## src/rtl/mem_port_arbiter_pkg.sv

```systemverilog
`default_nettype none
// ============================================================================
// Module      : mem_port_arbiter_pkg
// Description : Shared definitions for the memory-port arbiter: FSM state
//               encoding, requester/owner encoding and the default starvation
//               limit for the fetch requester.
// Revision    : 1.0 - initial release
// ============================================================================
package mem_port_arbiter_pkg;

    // Arbiter FSM states, 2-bit encoding
    typedef enum logic [1:0] {
        ARB_IDLE  = 2'd0,
        ARB_ISSUE = 2'd1,
        ARB_WAIT  = 2'd2
    } arb_state_e;

    // Transaction owner encoding; also the bit position in the one-hot grant
    localparam logic [1:0] OWN_IF = 2'd0;
    localparam logic [1:0] OWN_LD = 2'd1;
    localparam logic [1:0] OWN_ST = 2'd2;

    // Lost arbitrations tolerated before fetch is forced to win
    localparam int MEM_ARB_STARVE_LIMIT = 4;

    // Convert a one-hot grant vector into the owner encoding
    function automatic logic [1:0] grant_to_owner(input logic [2:0] grant);
        logic [1:0] owner;
        owner = OWN_IF;
        if (grant[OWN_ST]) begin
            owner = OWN_ST;
        end else if (grant[OWN_LD]) begin
            owner = OWN_LD;
        end
        return owner;
    endfunction

endpackage
`default_nettype wire

```

## src/rtl/mem_arb_prio_sel.sv

```systemverilog
`default_nettype none
// ============================================================================
// Module      : mem_arb_prio_sel
// Description : Combinational fixed-priority selector (store > load > fetch)
//               with a starvation override that hands the grant to fetch.
// Ports       : if_valid/ld_valid/st_valid - requester valids
//               starve_force               - fetch has hit its starvation limit
//               grant[2:0]                 - one-hot grant, bit index = owner code
// Revision    : 1.0 - initial release
// ============================================================================
module mem_arb_prio_sel
    import mem_port_arbiter_pkg::*;
(
    input  logic       if_valid,
    input  logic       ld_valid,
    input  logic       st_valid,
    input  logic       starve_force,
    output logic [2:0] grant
);

    always_comb begin
        grant = 3'b000;
        if (starve_force && if_valid) begin
            grant[OWN_IF] = 1'b1;
        end else if (st_valid) begin
            grant[OWN_ST] = 1'b1;
        end else if (ld_valid) begin
            grant[OWN_LD] = 1'b1;
        end else if (if_valid) begin
            grant[OWN_IF] = 1'b1;
        end
    end

endmodule
`default_nettype wire

```

## src/rtl/mem_port_arbiter.sv

```systemverilog
`default_nettype none
// ============================================================================
// Module      : mem_port_arbiter
// Description : Shares one backend memory port between instruction fetch,
//               mem-stage load and mem-stage store. One transaction in flight;
//               completion pulse and read data are routed back to the owner.
//               Flush drops the response of an in-flight fetch.
// Ports       : clock, reset_n (async, active-low), flush
//               if_req_* / ld_req_* / st_req_*  - requester handshakes
//               *_resp_done, resp_rdata         - completion back to owners
//               mem_req_*                       - downstream request
//               mem_resp_valid/mem_resp_rdata   - downstream completion
//               perf_* (MEM_ARB_PERF_CNT_EN only) - grant and busy counters
// Config      : define MEM_ARB_PERF_CNT_EN to add the performance counters.
// Revision    : 1.0 - initial release
// ============================================================================
module mem_port_arbiter
    import mem_port_arbiter_pkg::*;
#(
    parameter int IDX_W        = 64,
    parameter int DATA_W       = 64,
    parameter int STARVE_LIMIT = MEM_ARB_STARVE_LIMIT
) (
    input  logic              clock,
    input  logic              reset_n,
    input  logic              flush,
    input  logic              if_req_valid,
    output logic              if_req_ready,
    input  logic [IDX_W-1:0]  if_req_index,
    output logic              if_resp_done,
    input  logic              ld_req_valid,
    output logic              ld_req_ready,
    input  logic [IDX_W-1:0]  ld_req_index,
    output logic              ld_resp_done,
    input  logic              st_req_valid,
    output logic              st_req_ready,
    input  logic [IDX_W-1:0]  st_req_index,
    input  logic [DATA_W-1:0] st_req_wdata,
    input  logic [DATA_W-1:0] st_req_wmask,
    output logic              st_resp_done,
    output logic [DATA_W-1:0] resp_rdata,
    output logic              mem_req_valid,
    input  logic              mem_req_ready,
    output logic              mem_req_write,
    output logic [IDX_W-1:0]  mem_req_index,
    output logic [DATA_W-1:0] mem_req_wdata,
    output logic [DATA_W-1:0] mem_req_wmask,
    input  logic              mem_resp_valid,
    input  logic [DATA_W-1:0] mem_resp_rdata
`ifdef MEM_ARB_PERF_CNT_EN
    ,
    output logic [31:0]       perf_if_grants,
    output logic [31:0]       perf_ld_grants,
    output logic [31:0]       perf_st_grants,
    output logic [31:0]       perf_busy_cycles
`endif
);

    // Wide enough to hold 0..STARVE_LIMIT
    localparam int CNT_W = (STARVE_LIMIT < 1) ? 1 : $clog2(STARVE_LIMIT + 1);

    arb_state_e        state_q, state_d;
    logic [1:0]        owner_q, owner_d;
    logic [IDX_W-1:0]  index_q, index_d;
    logic [DATA_W-1:0] wdata_q, wdata_d;
    logic [DATA_W-1:0] wmask_q, wmask_d;
    logic              write_q, write_d;
    logic              drop_q, drop_d;
    logic [CNT_W-1:0]  starve_cnt_q, starve_cnt_d;

    logic [2:0]        grant;
    logic              starve_force;
    logic              accept;
    logic              resp_fire;
    logic              owner_is_if;

    assign starve_force = (starve_cnt_q == CNT_W'(STARVE_LIMIT));

    mem_arb_prio_sel u_prio_sel (
        .if_valid     (if_req_valid),
        .ld_valid     (ld_req_valid),
        .st_valid     (st_req_valid),
        .starve_force (starve_force),
        .grant        (grant)
    );

    // Readies are qualified with reset_n so nothing appears accepted while
    // the block is held in reset.
    assign accept       = reset_n && (state_q == ARB_IDLE) && (|grant);
    assign if_req_ready = accept && grant[OWN_IF];
    assign ld_req_ready = accept && grant[OWN_LD];
    assign st_req_ready = accept && grant[OWN_ST];

    assign owner_is_if  = (owner_q == OWN_IF);
    assign resp_fire    = (state_q == ARB_WAIT) && mem_resp_valid;

    // A flush landing in the completion cycle suppresses the pulse directly,
    // since the drop flag would only be visible a cycle too late.
    assign if_resp_done = resp_fire && owner_is_if && !drop_q && !flush;
    assign ld_resp_done = resp_fire && (owner_q == OWN_LD);
    assign st_resp_done = resp_fire && (owner_q == OWN_ST);
    assign resp_rdata   = (resp_fire && (owner_q != OWN_ST)) ? mem_resp_rdata : '0;

    assign mem_req_valid = (state_q == ARB_ISSUE);
    assign mem_req_write = write_q;
    assign mem_req_index = index_q;
    assign mem_req_wdata = wdata_q;
    assign mem_req_wmask = wmask_q;

    always_comb begin
        state_d      = state_q;
        owner_d      = owner_q;
        index_d      = index_q;
        wdata_d      = wdata_q;
        wmask_d      = wmask_q;
        write_d      = write_q;
        drop_d       = drop_q;
        starve_cnt_d = starve_cnt_q;

        case (state_q)
            ARB_IDLE: begin
                if (accept) begin
                    owner_d = grant_to_owner(grant);
                    drop_d  = 1'b0;
                    state_d = ARB_ISSUE;
                    if (grant[OWN_ST]) begin
                        index_d = st_req_index;
                        wdata_d = st_req_wdata;
                        wmask_d = st_req_wmask;
                        write_d = 1'b1;
                    end else begin
                        index_d = grant[OWN_LD] ? ld_req_index : if_req_index;
                        wdata_d = '0;
                        wmask_d = '0;
                        write_d = 1'b0;
                    end
                    // Count only arbitrations fetch actually competed in and lost
                    if (grant[OWN_IF]) begin
                        starve_cnt_d = '0;
                    end else if (if_req_valid && !starve_force) begin
                        starve_cnt_d = starve_cnt_q + CNT_W'(1);
                    end
                end
            end
            ARB_ISSUE: begin
                if (flush && owner_is_if) begin
                    drop_d = 1'b1;
                end
                if (mem_req_ready) begin
                    state_d = ARB_WAIT;
                end
            end
            ARB_WAIT: begin
                if (flush && owner_is_if) begin
                    drop_d = 1'b1;
                end
                if (mem_resp_valid) begin
                    drop_d  = 1'b0;
                    state_d = ARB_IDLE;
                end
            end
            default: begin
                state_d = ARB_IDLE;
            end
        endcase
    end

    always_ff @(posedge clock or negedge reset_n) begin
        if (!reset_n) begin
            state_q      <= ARB_IDLE;
            owner_q      <= OWN_IF;
            index_q      <= '0;
            wdata_q      <= '0;
            wmask_q      <= '0;
            write_q      <= 1'b0;
            drop_q       <= 1'b0;
            starve_cnt_q <= '0;
        end else begin
            state_q      <= state_d;
            owner_q      <= owner_d;
            index_q      <= index_d;
            wdata_q      <= wdata_d;
            wmask_q      <= wmask_d;
            write_q      <= write_d;
            drop_q       <= drop_d;
            starve_cnt_q <= starve_cnt_d;
        end
    end

`ifdef MEM_ARB_PERF_CNT_EN
    logic [31:0] perf_if_grants_q, perf_if_grants_d;
    logic [31:0] perf_ld_grants_q, perf_ld_grants_d;
    logic [31:0] perf_st_grants_q, perf_st_grants_d;
    logic [31:0] perf_busy_cycles_q, perf_busy_cycles_d;

    always_comb begin
        perf_if_grants_d   = perf_if_grants_q   + {31'd0, if_req_ready};
        perf_ld_grants_d   = perf_ld_grants_q   + {31'd0, ld_req_ready};
        perf_st_grants_d   = perf_st_grants_q   + {31'd0, st_req_ready};
        perf_busy_cycles_d = perf_busy_cycles_q + {31'd0, (state_q != ARB_IDLE)};
    end

    always_ff @(posedge clock or negedge reset_n) begin
        if (!reset_n) begin
            perf_if_grants_q   <= '0;
            perf_ld_grants_q   <= '0;
            perf_st_grants_q   <= '0;
            perf_busy_cycles_q <= '0;
        end else begin
            perf_if_grants_q   <= perf_if_grants_d;
            perf_ld_grants_q   <= perf_ld_grants_d;
            perf_st_grants_q   <= perf_st_grants_d;
            perf_busy_cycles_q <= perf_busy_cycles_d;
        end
    end

    assign perf_if_grants   = perf_if_grants_q;
    assign perf_ld_grants   = perf_ld_grants_q;
    assign perf_st_grants   = perf_st_grants_q;
    assign perf_busy_cycles = perf_busy_cycles_q;
`endif

endmodule
`default_nettype wire

```

## config.mk

```make
export PLATFORM = sky130hd
export DESIGN_NAME = mem_port_arbiter
export DESIGN_NICKNAME = d
export VERILOG_FILES = /design/src/rtl/mem_port_arbiter_pkg.sv /design/src/rtl/mem_arb_prio_sel.sv /design/src/rtl/mem_port_arbiter.sv
export SDC_FILE = /design/constraint.sdc
export NUM_CORES = 1
export LEC_CHECK = 0
export CAP_MARGIN = 30
export CORE_AREA = 2 2 253 255
export DETAILED_ROUTE_END_ITERATION = 12
export DIE_AREA = 0 0 255 257
export GPL_ROUTABILITY_DRIVEN = 0
export SYNTH_ARGS = -nofsm -noshare
export SYNTH_HDL_FRONTEND = slang
export SYNTH_SLANG_ARGS = --single-unit
```

## constraint.sdc

```tcl
create_clock -name clock -period 2.15 [get_ports clock]
set_input_delay 0.43 -clock clock [delete_from_list [all_inputs] [get_ports clock]]
set_output_delay 0.43 -clock clock [all_outputs]
set_load 0.005 [all_outputs]
```

## Yosys cells after proc, flatten, opt, wreduce, memory -nomap -nowiden

Cells that the tools add are included.

- Add/subtract/negate cells: 1
- $mul: 0
- Divide/modulo/power cells: 0
- Magnitude comparators: 0
- Equality and inequality tests: 9
- Shift operators: 0
- Mux-type cells: 25
- Bitwise gates (word level): 0
- Reductions and logical operators: 27

Operators by type and width:

| operator | count |
|---|---|
| $mux W64 | 5 |
| $logic_and A1 B1 Y1 | 15 |
| $mux W2 | 6 |
| $mux W1 | 10 |
| $mux W3 | 2 |
| $ne A2 B2 Y1 const B | 3 |
| $pmux W2 S3 | 1 |
| $reduce_and A3 Y1 | 2 |
| $eq A2 B1 Y1 const B | 2 |
| $eq A2 B2 Y1 const B | 2 |
| $logic_not A2 Y1 | 2 |
| $reduce_and A2 Y1 | 2 |
| $add A3 B1 Y3 const B | 1 |
| $eq A3 B3 Y1 const B | 1 |
| $logic_not A1 Y1 | 3 |
| $pmux W1 S3 | 1 |
| $reduce_bool A3 Y1 | 1 |
| $reduce_or A3 Y1 | 1 |
| $ne A2 B1 Y1 const B | 1 |
| $reduce_bool A2 Y1 | 1 |

- Register bits: 201
- Bits in latches: 0
- Bits in writable memories: 0
- Memory bits (read-only): 0
- Bits of input ports: 392
- Output and inout port bits: 264
- Logic and storage cells: 70
- Memories: 0

## Depth between registers and ports, before layout

Gate-level depths: netlist of the first run.

- Depth after elaboration: 8
- Mapped depth: 8

## By module

Synthesis of the first run repeated with hierarchy kept, for this count alone.

- Cells, all modules: 769
- Area total of the unflattened synthesis: 9232.6 um^2

By module, submodules not included:

| module | times used | cells each | area each (um^2) | seq. area each (um^2) |
|---|---|---|---|---|
| mem_port_arbiter | 1 | 764 | 9193.8 | 5004.8 |
| mem_arb_prio_sel | 1 | 5 | 38.8 | 0.0 |

## Worst setup path after synthesis of the first run

OpenSTA, ideal clock, no wires.

- Path type: register to output
- Start point: register state_q[0]
- End point: output port resp_rdata[10]
- Data arrival time: 1.466 ns
- Required time: 1.720 ns
- Setup slack: 0.254 ns
- Cell stages (with the launch flop): 7
- Path buffers: 1
- Cell sequence: dfrtp_1 inv_1 ha_1 nand2_1 a21oi_1 clkbuf_1 and2_1

- Word-level cells in the longest chain between the ends: 4

RTL lines:

| item | line | source |
|---|---|---|
| start, declared | mem_port_arbiter.sv:62 | `arb_state_e state_q, state_d;` |
| start signal, assigned | mem_port_arbiter.sv:179 | `state_q <= state_d;` |
| $eq A2 B2 Y1 | mem_port_arbiter.sv:95 | `assign resp_fire = (state_q == ARB_WAIT) && mem_resp_valid;` |
| $logic_and A1 B1 Y1 | mem_port_arbiter.sv:95 |  |
| $logic_and A1 B1 Y1 | mem_port_arbiter.sv:102 | `assign resp_rdata = (resp_fire && (owner_q != OWN_ST)) ? mem_resp_rdata : '0;` |
| $mux W64 | mem_port_arbiter.sv:102 |  |
| end, declared | mem_port_arbiter.sv:41 | `output logic [DATA_W-1:0] resp_rdata,` |

No other way between the ends.

## Worst setup path in the final report of the first run

- Start point: register state_q[0]
- End point: output port resp_rdata[57]

The elaborated chain is that of the path after synthesis.

==> reports/metrics.sh, run 1 <==
NUMBER_OF_GLOBAL_ROUTE_VIAS_BEFORE_REPAIR=10333
SYNTH_AREA_LEADERS='sky130_fd_sc_hd__dfrtp_1 56%, sky130_fd_sc_hd__a22o_1 13%, sky130_fd_sc_hd__a21oi_1 7.2%'
CP.REQUIRED_NS=1.72
FINAL.PERIOD_UTILIZATION_PCT=114
DRT.ANTENNA.VIOLATING_NETS=0
DIE_Y_UM=257
LARGEST_CLOCK_SKEW_IN_THE_FINAL_DESIGN_NS=0.0130
DETAILEDPLACEMENTHPWL_MM=34.6
TRITONCTS='built'
STATIC-LEAKAGE-POWER_nW=7.55
VIOLATIONS='setup timing'
CTS.SINKS=200
SETUP_VIOLATIONS=69
CTS_MAX_LEVEL=4
ROUTED_WIRE_LENGTH_PER_INSTANCE_UM=19.2
CRITICAL_PATH_PEAK_FANOUT=8
DRT_FIRST_ITER_VIOLATIONS=529
CLKLATENCYLATEPIN_NS=0.48
MAXCAPVIOLCOUNT=0
FINAL_LAYOUT_SIZE_SUFFIX_GT1_SHARE_PCT=16.3
WORST_PIN_SLEW_NS=0.743
POST-SYNTH-TOP-COUNT-CELL='sky130_fd_sc_hd__dfrtp_1'
MAX_FREQ_GHz=0.410
VIA_COUNT=9936
NUMBER_OF_ANTENNA_VIOLATIONS_AT_THE_FIRST_CHECK_IN_GLOBAL_ROUTING=8
P_PER_AREA_mW_PER_MM2=1110
WIRELENGTH_MM=46.8
SYNTHFLOPTYPE='sky130_fd_sc_hd__dfrtp_1'
TIMING.FINAL.MAX_SLEW_VIOLATIONS=0
GRT_RESIDUAL_OVERFLOW=0
GRT_START_MAX_NET_PINS=87
TOTAL_POWER_mW=20.0
POST_SYNTH_INST_COUNT=911
YOSYSWARNINGS=0
POST_SYNTH_NUM_CELL_TYPES=28
WIRE_LENGTH_OF_THE_FIRST_GLOBAL_ROUTING_PASS_MM=66.5
WORST_IR_DROP_VDD_mV=0.465
DETAILED_PLACE.AREA_MM2=0.0168
CRITICAL_PATH.MOST_COMMON_CELL='sky130_fd_sc_hd__buf_6'
HOLD_VIOL_FINAL=0
WORST_SETUP_PATH_END_KIND='output pin'
CP_DATA_ARRIVAL_TIME_NS=2.01
OUTCOME='complete, but fails checks'
RSZ0062_AT_GRT='yes'
SYNTH_ENABLE_FLOP_CELLS=0
FLOORPLAN.CORE_AREA_MM2=0.0627
CRIT_PATH_MAX_INCR_DELAY_NS=0.40
SETUP.WORST_PATH.CLASS='reg -> out'
SETUP_SLACK_NS=-0.291
FINAL_NETS=1973
CRITICAL-PATH-SLOWEST-CELL='sky130_fd_sc_hd__dfrtp_1'
GRT.TOTAL_USAGE_PCT=13.7
YS_SEQ_ELEMENTS=200
DP_CELLS=2377
BOUNDARYPINS=656
MAPPEDNETLISTNETS=1310
FINALINSTANCEAREA_MM2=0.0180
HOLD_CLASS='reg -> reg'
DETAIL_ROUTE.FIRST_PASS.ITERATIONS=5
POSTSYNTHAREAPERCELL_UM2=9.88
SYNTH-SEQ-AREA-SHARE_PCT=55.6
CTS.ROOT.BUFFER_CELL='sky130_fd_sc_hd__clkbuf_16'
SYNTHDOMINANTAREACELLTYPE='sky130_fd_sc_hd__dfrtp_1'
POST-ROUTE-DRC-COUNT=0
SYNTHDOMINANTCELLAREASHARE_PCT=55.6
NETLIST_TOP_CELLS_COUNT='200 x sky130_fd_sc_hd__dfrtp_1, 130 x sky130_fd_sc_hd__a22o_1, 129 x sky130_fd_sc_hd__a21oi_1, 119 x sky130_fd_sc_hd__o21ai_0, 69 x sky130_fd_sc_hd__nor2_1'
PATH_CELLS='inv_2 -> ha_4 -> nand2_4 -> a21oi_4 -> buf_6 -> buf_12 -> clkbuf_16 -> and2_4 -> buf_6'
ROUTE.DETAILED.VIAS_PER_INST=4.08
STDCELL_COUNT=2437
NETLIST_AREA_BEFORE_PLACEMENT_MM2=0.00900
TNS_NS=-16.78
FIN_CRIT_NS=2.44
CTS_BUFFER_DEPTH=2
CLK_PIN_SLEW_NS=0.09
FLOORPLAN.INITIALDENSITY_PCT=14.4
SLEW_HEADROOM_PCT=50.5
TIMING.CRITICAL_PATH.FROM_TYPE='flop'
TRITONCTS.NUM_BUFFERS=17
POSTSYNTH.ASYNCRESETSHARE_PCT=100
CORE.ROWCOUNT=92
FP.DIEAREA_MM2=0.0655
SYNTHTOLAYOUTAREAGROWTH_PCT=100
PLACEMENT.IO_BUFFERS=655
FLOORPLAN.DIE.WIDTH_UM=255
[path summary, 6_finish.rpt]
path / start / to / slack [ns] / cells after the start
min: mem_req_index[5] / mem_req_index[5] / 0.48 / 2
max reg2reg: state_q[0] / mem_req_wdata[62] / 0.17 / 9
max: state_q[0] / resp_rdata[57] / -0.29 / 9
min reg2reg: mem_req_index[5] / mem_req_index[5] / 0.48 / 2
max in group asynchronous: reset_n / mem_req_index[37] / 0.33 / 5
min in group asynchronous: reset_n / starve_cnt_q[2] / 0.54 / 3
[power breakdown]
part | internal [mW] | total, mW | switching [mW]
logic | 6.02 | 9.75 | 3.72
registers | 5.62 | 6.73 | 1.11
clock network | 1.70 | 3.49 | 1.79
total | 13.4 | 20.0 | 6.62
[registers in the layout (all words and copies together), names as in the netlist]
| signal | cells |
|---|---|
| mem_req_wmask | 64 |
| drop_q | 1 |
| mem_req_index | 64 |
| owner_q | 2 |
| mem_req_wdata | 64 |
| starve_cnt_q | 3 |
| state_q | 2 |
[metal layers]
layer	vias to the layer above	global-route usage, %	wire length, µm
li1	4567	-	-
met1	4790	16.1	18600
met2	507	22.1	22000
met3	70	4.66	4430
met4	2	6.71	1650
met5	-	0	13
[stage by stage]
step | worst slack, ns | utilization, % | hold slack (ns)
floorplan | 0.254 | - | 0.134
global placement | -0.616 | 26.7 | 0.379
detailed placement | -0.605 | 26.7 | 0.371
CTS | -0.390 | 28.5 | 0.465
global route | -0.389 | 28.8 | 0.497
finish | -0.291 | 28.8 | 0.484
[kinds of logic after synthesis]
family          synth area share [%]
compound gates                  27.6
simple gates                    11.5
flops                           55.6
buf+inv                         4.10
fa+ha+maj                      0.973
mux                            0.250
[cells in the final DEF, fill, tap and decap left out, drive strengths merged, types with 2 or more instances in the layout]
cell type	synthesis	final
inv	5	12
and3	2	2
or3	2	2
a21o	2	2
nand3	3	3
o21ai	130	130
a22o	130	130
diode	0	5
clkinv	0	5
buf	38	140
nor2b	4	4
clkdlybuf4s50	0	579
mux2	2	2
nand2	68	68
dfrtp	200	200
ha	7	7
a21oi	129	129
nor3b	2	2
nor3	4	4
nor2	69	69
clkbuf	45	22
and2	64	64
[worst max-delay path, delay by kind of cell (launching register included)]
family | cells | cell delay [ns]
adder cells (fa/ha/maj) | 1 | 0.18
AO/OA/AOI/OAI | 1 | 0.14
flip-flops | 1 | 0.40
buffers and inverters | 5 | 0.60
AND/OR/NAND/NOR | 2 | 0.20
[layout make-up]
cell class              instances  area [µm²]
diodes                          5        12.5
clock buffers                  18         439
clock inverters                13         173
fillers                      6464       44700
inverters                       5        18.8
multi-input cells             623        3920
flip-flops and latches        200        5000
well taps                     846        1060
repair buffers                727        7430
[timing repair]
item | CTS | global route
setup buffers | 13 | 10
setup endpoints to repair | 83 | 176
resized for setup | 385 | 61
pin swaps | 45 | 23
endpoints found under the hold margin | 3 | 0
hold buffers | 1 | 0
cloned | 6 | 1
Note: power is estimated with default switching activity, not from simulation.
==> inputs of run 2 (changes only) <==
==> constraint.sdc (replaced) <==
create_clock -name clock -period 2.15 [get_ports clock]
set_input_delay 0.5375 -clock clock [delete_from_list [all_inputs] [get_ports clock]]
set_output_delay 0.5375 -clock clock [all_outputs]
set_load 0.005 [all_outputs]
==> reports/metrics.sh, run 2 (synthesized netlist as in run 1, its figures left out) <==
OUTCOME='complete, but fails checks'
VIOLATIONS='setup timing'
SYNTHTOLAYOUTAREAGROWTH_PCT=102
CRIT_PATH_MAX_INCR_DELAY_NS=0.41  # about the same
LAYOUT.CELLS.MOST_COMMON_LIST='579 x sky130_fd_sc_hd__clkdlybuf4s50_1, 200 x sky130_fd_sc_hd__dfrtp_1, 130 x sky130_fd_sc_hd__a22o_1'
ROUTED_WIRE_LENGTH_PER_INSTANCE_UM=19.1  # -0.63%
WIRELENGTH_MM=46.6  # -0.39%
RSZ0062_AT_GRT='yes'
TRITONCTS.NUM_BUFFERS=17  # unchanged
CP_DATA_ARRIVAL_TIME_NS=2.07  # +0.06 ns
WORST_SETUP_PATH_END_KIND='output pin'
BOUNDARYPINS=656  # unchanged
CTS.ROOT.BUFFER_CELL='sky130_fd_sc_hd__clkbuf_16'
CORE.ROWCOUNT=92  # unchanged
CTS_MAX_LEVEL=4  # unchanged
DRT_FIRST_ITER_VIOLATIONS=598  # +13%
CRITICAL_PATH.REG2REG.STARTPOINT='starve_cnt_q[1]'
CLKLATENCYLATEPIN_NS=0.48  # about the same
SWITCHING_SHARE_PCT=33.4  # +0.22 points
CRITICAL-PATH-SLOWEST-CELL='sky130_fd_sc_hd__dfrtp_1'
SETUP_SLACK_NS=-0.460  # -0.169 ns
CLOCKPOWERSHARE_PCT=16.9  # -0.6 points
POWER.NET_SWITCHING_mW=6.65  # +0.47%
WIRE_LENGTH_OF_THE_FIRST_GLOBAL_ROUTING_PASS_MM=66.2  # -0.38%
MAX_FREQ_GHz=0.383  # -6.5%
CRITICAL_PATH.MOST_COMMON_CELL='sky130_fd_sc_hd__buf_6'
NUMBER_OF_GLOBAL_ROUTE_VIAS_BEFORE_REPAIR=10198  # -1.3%
COMB_POWER_SHARE_PCT=49.4  # +0.6 points
SLEW_HEADROOM_PCT=38.9  # -12 points
STATIC-LEAKAGE-POWER_nW=7.56  # +0.22%
FP.DIEAREA_MM2=0.0655  # unchanged
FINAL_NETS=1978  # +0.25%
PATH_CELLS='buf_6 -> ha_4 -> nand2_4 -> a21oi_4 -> buf_6 -> buf_12 -> buf_16 -> buf_12 -> and2_4 -> buf_6'
P_PER_AREA_mW_PER_MM2=1100  # -0.75%
TIMING.CRITICAL_PATH.FROM_TYPE='flop'
NUMBER_OF_ANTENNA_VIOLATIONS_AT_THE_FIRST_CHECK_IN_GLOBAL_ROUTING=8  # unchanged
CTS_BUFFER_DEPTH=2  # unchanged
MOSTFREQUENTLAYOUTCELL='sky130_fd_sc_hd__clkdlybuf4s50_1'
DETAILEDPLACEMENTHPWL_MM=34.2  # -1.3%
SETUP_VIOLATIONS=70  # +1.4%
LARGEST_CLOCK_SKEW_IN_THE_FINAL_DESIGN_NS=0.0144  # +0.00138 ns
TRITONCTS='built'
VIA_COUNT=10024  # +0.89%
WORST_IR_DROP_VDD_mV=0.500  # +7.4%
MAXCAPVIOLCOUNT=0  # unchanged
TIMING.FINAL.MAX_SLEW_VIOLATIONS=0  # unchanged
FIN_CRIT_NS=2.61  # +0.169 ns
WORST_PIN_SLEW_NS=0.916  # +0.173 ns
TOTAL_POWER_mW=19.9  # -0.20%
DP_SLACK_NS=-0.758  # -0.154 ns
CTS.SINKS=200  # unchanged
CRITICAL_PATH_PEAK_FANOUT=6  # -2
CP.REQUIRED_NS=1.61  # -0.11 ns
DIE_Y_UM=257  # unchanged
DETAIL_ROUTE.FIRST_PASS.ITERATIONS=5  # unchanged
POWER_FRAC_SEQ_PCT=33.7  # about the same
CPLARGESTDELAYFAMILY='buffers and inverters'
ROUTE.DETAILED.VIAS_PER_INST=4.10  # +0.64%
STARTPOINT='state_q[1]'
CLK_PIN_SLEW_NS=0.09  # about the same
GRT_RESIDUAL_OVERFLOW=0  # unchanged
HOLD_VIOL_FINAL=0  # unchanged
HOLD_CLASS='in -> async'
FLOORPLAN.DIE.WIDTH_UM=255  # unchanged
DRT.ANTENNA.VIOLATING_NETS=0  # unchanged
FLOORPLAN.CORE_AREA_MM2=0.0627  # unchanged
PATH_BUF_INV=6  # +1
GRT.TOTAL_USAGE_PCT=13.7  # -0.025 points
POST-ROUTE-DRC-COUNT=0  # unchanged
SETUP.WORST_PATH.CLASS='reg -> out'
PLACEMENT.IO_BUFFERS=655  # unchanged
INTERNAL_POWER_CONSUMPTION_mW=13.3  # -0.53%
GRT_START_MAX_NET_PINS=124  # +43%
FLOORPLAN.INITIALDENSITY_PCT=14.4  # unchanged
FINAL_LAYOUT_SIZE_SUFFIX_GT1_SHARE_PCT=17.1  # +0.82 points
FINAL.PERIOD_UTILIZATION_PCT=121  # +7.8 points
==> run 2: path summary, 6_finish.rpt <==
| path | end | slack [ns] | depth (start not counted) |
|---|---|---|---|
| max | resp_rdata[50] | -0.46 | 10 |
| min | mem_req_wmask[39] | 0.29 | 3 |
| max reg2reg | mem_req_index[33] | 0.16 | 7 |
| min reg2reg | mem_req_index[52] | 0.48 | 2 |
| max in group asynchronous | mem_req_index[51] | 0.78 | 4 |
| min in group clock | mem_req_index[52] | 0.48 | 2 |
==> run 2: metal layers <==
metal	vias to the layer above	routed length (µm)	global-route usage [%]
met5	-	41	0
met4	6	1660	7.03
met3	74	4380	4.68
met2	531	21700	22.0
met1	4835	18700	16.0
li1	4578	-	-
==> run 2: stage by stage <==
stage | instance area, µm² | utilization [%] | setup TNS [ns] | hold WS [ns] | cells
4_1_cts | 18000 | 28.8 | -29.18 | 0.236 | 2437
3_3_place_gp | 16700 | 26.7 | -131.52 | 0.465 | 2378
2_1_floorplan | 9000 | - | 0 | 0.242 | 911
3_5_place_dp | 16700 | 26.7 | -135.79 | 0.470 | 2378
6_report | 18100 | 28.9 | -24.68 | 0.288 | 2443
5_1_grt | 18100 | 28.9 | -31.94 | 0.274 | 2443
==> run 2: cell type report <==
class,count,area [µm²]
clock inverters,15,178
diodes,5,12.5
fillers,6485,44600
well taps,846,1060
clock buffers,17,425
repair buffers,732,7520
flip-flops and latches,200,5000
inverters,5,21.3
multi-input cells,623,3930
==> run 2: worst register-to-register path, cell delays in order (launching register included) <==
cell and delay [ns]:
sky130_fd_sc_hd__dfrtp_1 0.38, sky130_fd_sc_hd__inv_2 0.06, sky130_fd_sc_hd__ha_4 0.16, sky130_fd_sc_hd__nand3_2 0.07, sky130_fd_sc_hd__nand3b_1 0.21, sky130_fd_sc_hd__buf_8 0.25
sky130_fd_sc_hd__a21oi_1 0.57, sky130_fd_sc_hd__o21ai_0 0.17
==> run 2: repair_timing <==
action                                 CTS  global route
gates cloned                             7             0
hold buffers                             1             0
pin swaps                               54            17
setup endpoints to repair              154           104
resized for setup                      433            41
setup buffers                           23             5
endpoints found under the hold margin    3             0
==> run 2: power groups by stage <==
stage,Combinational [mW],Clock [mW],Sequential (mW)
global placement,9.08,0,6.69
floorplan,2.79,0,6.81
global route,10.6,3.67,6.95
CTS,9.84,3.55,6.72
finish,9.85,3.36,6.72
detailed placement,9.17,0,6.75
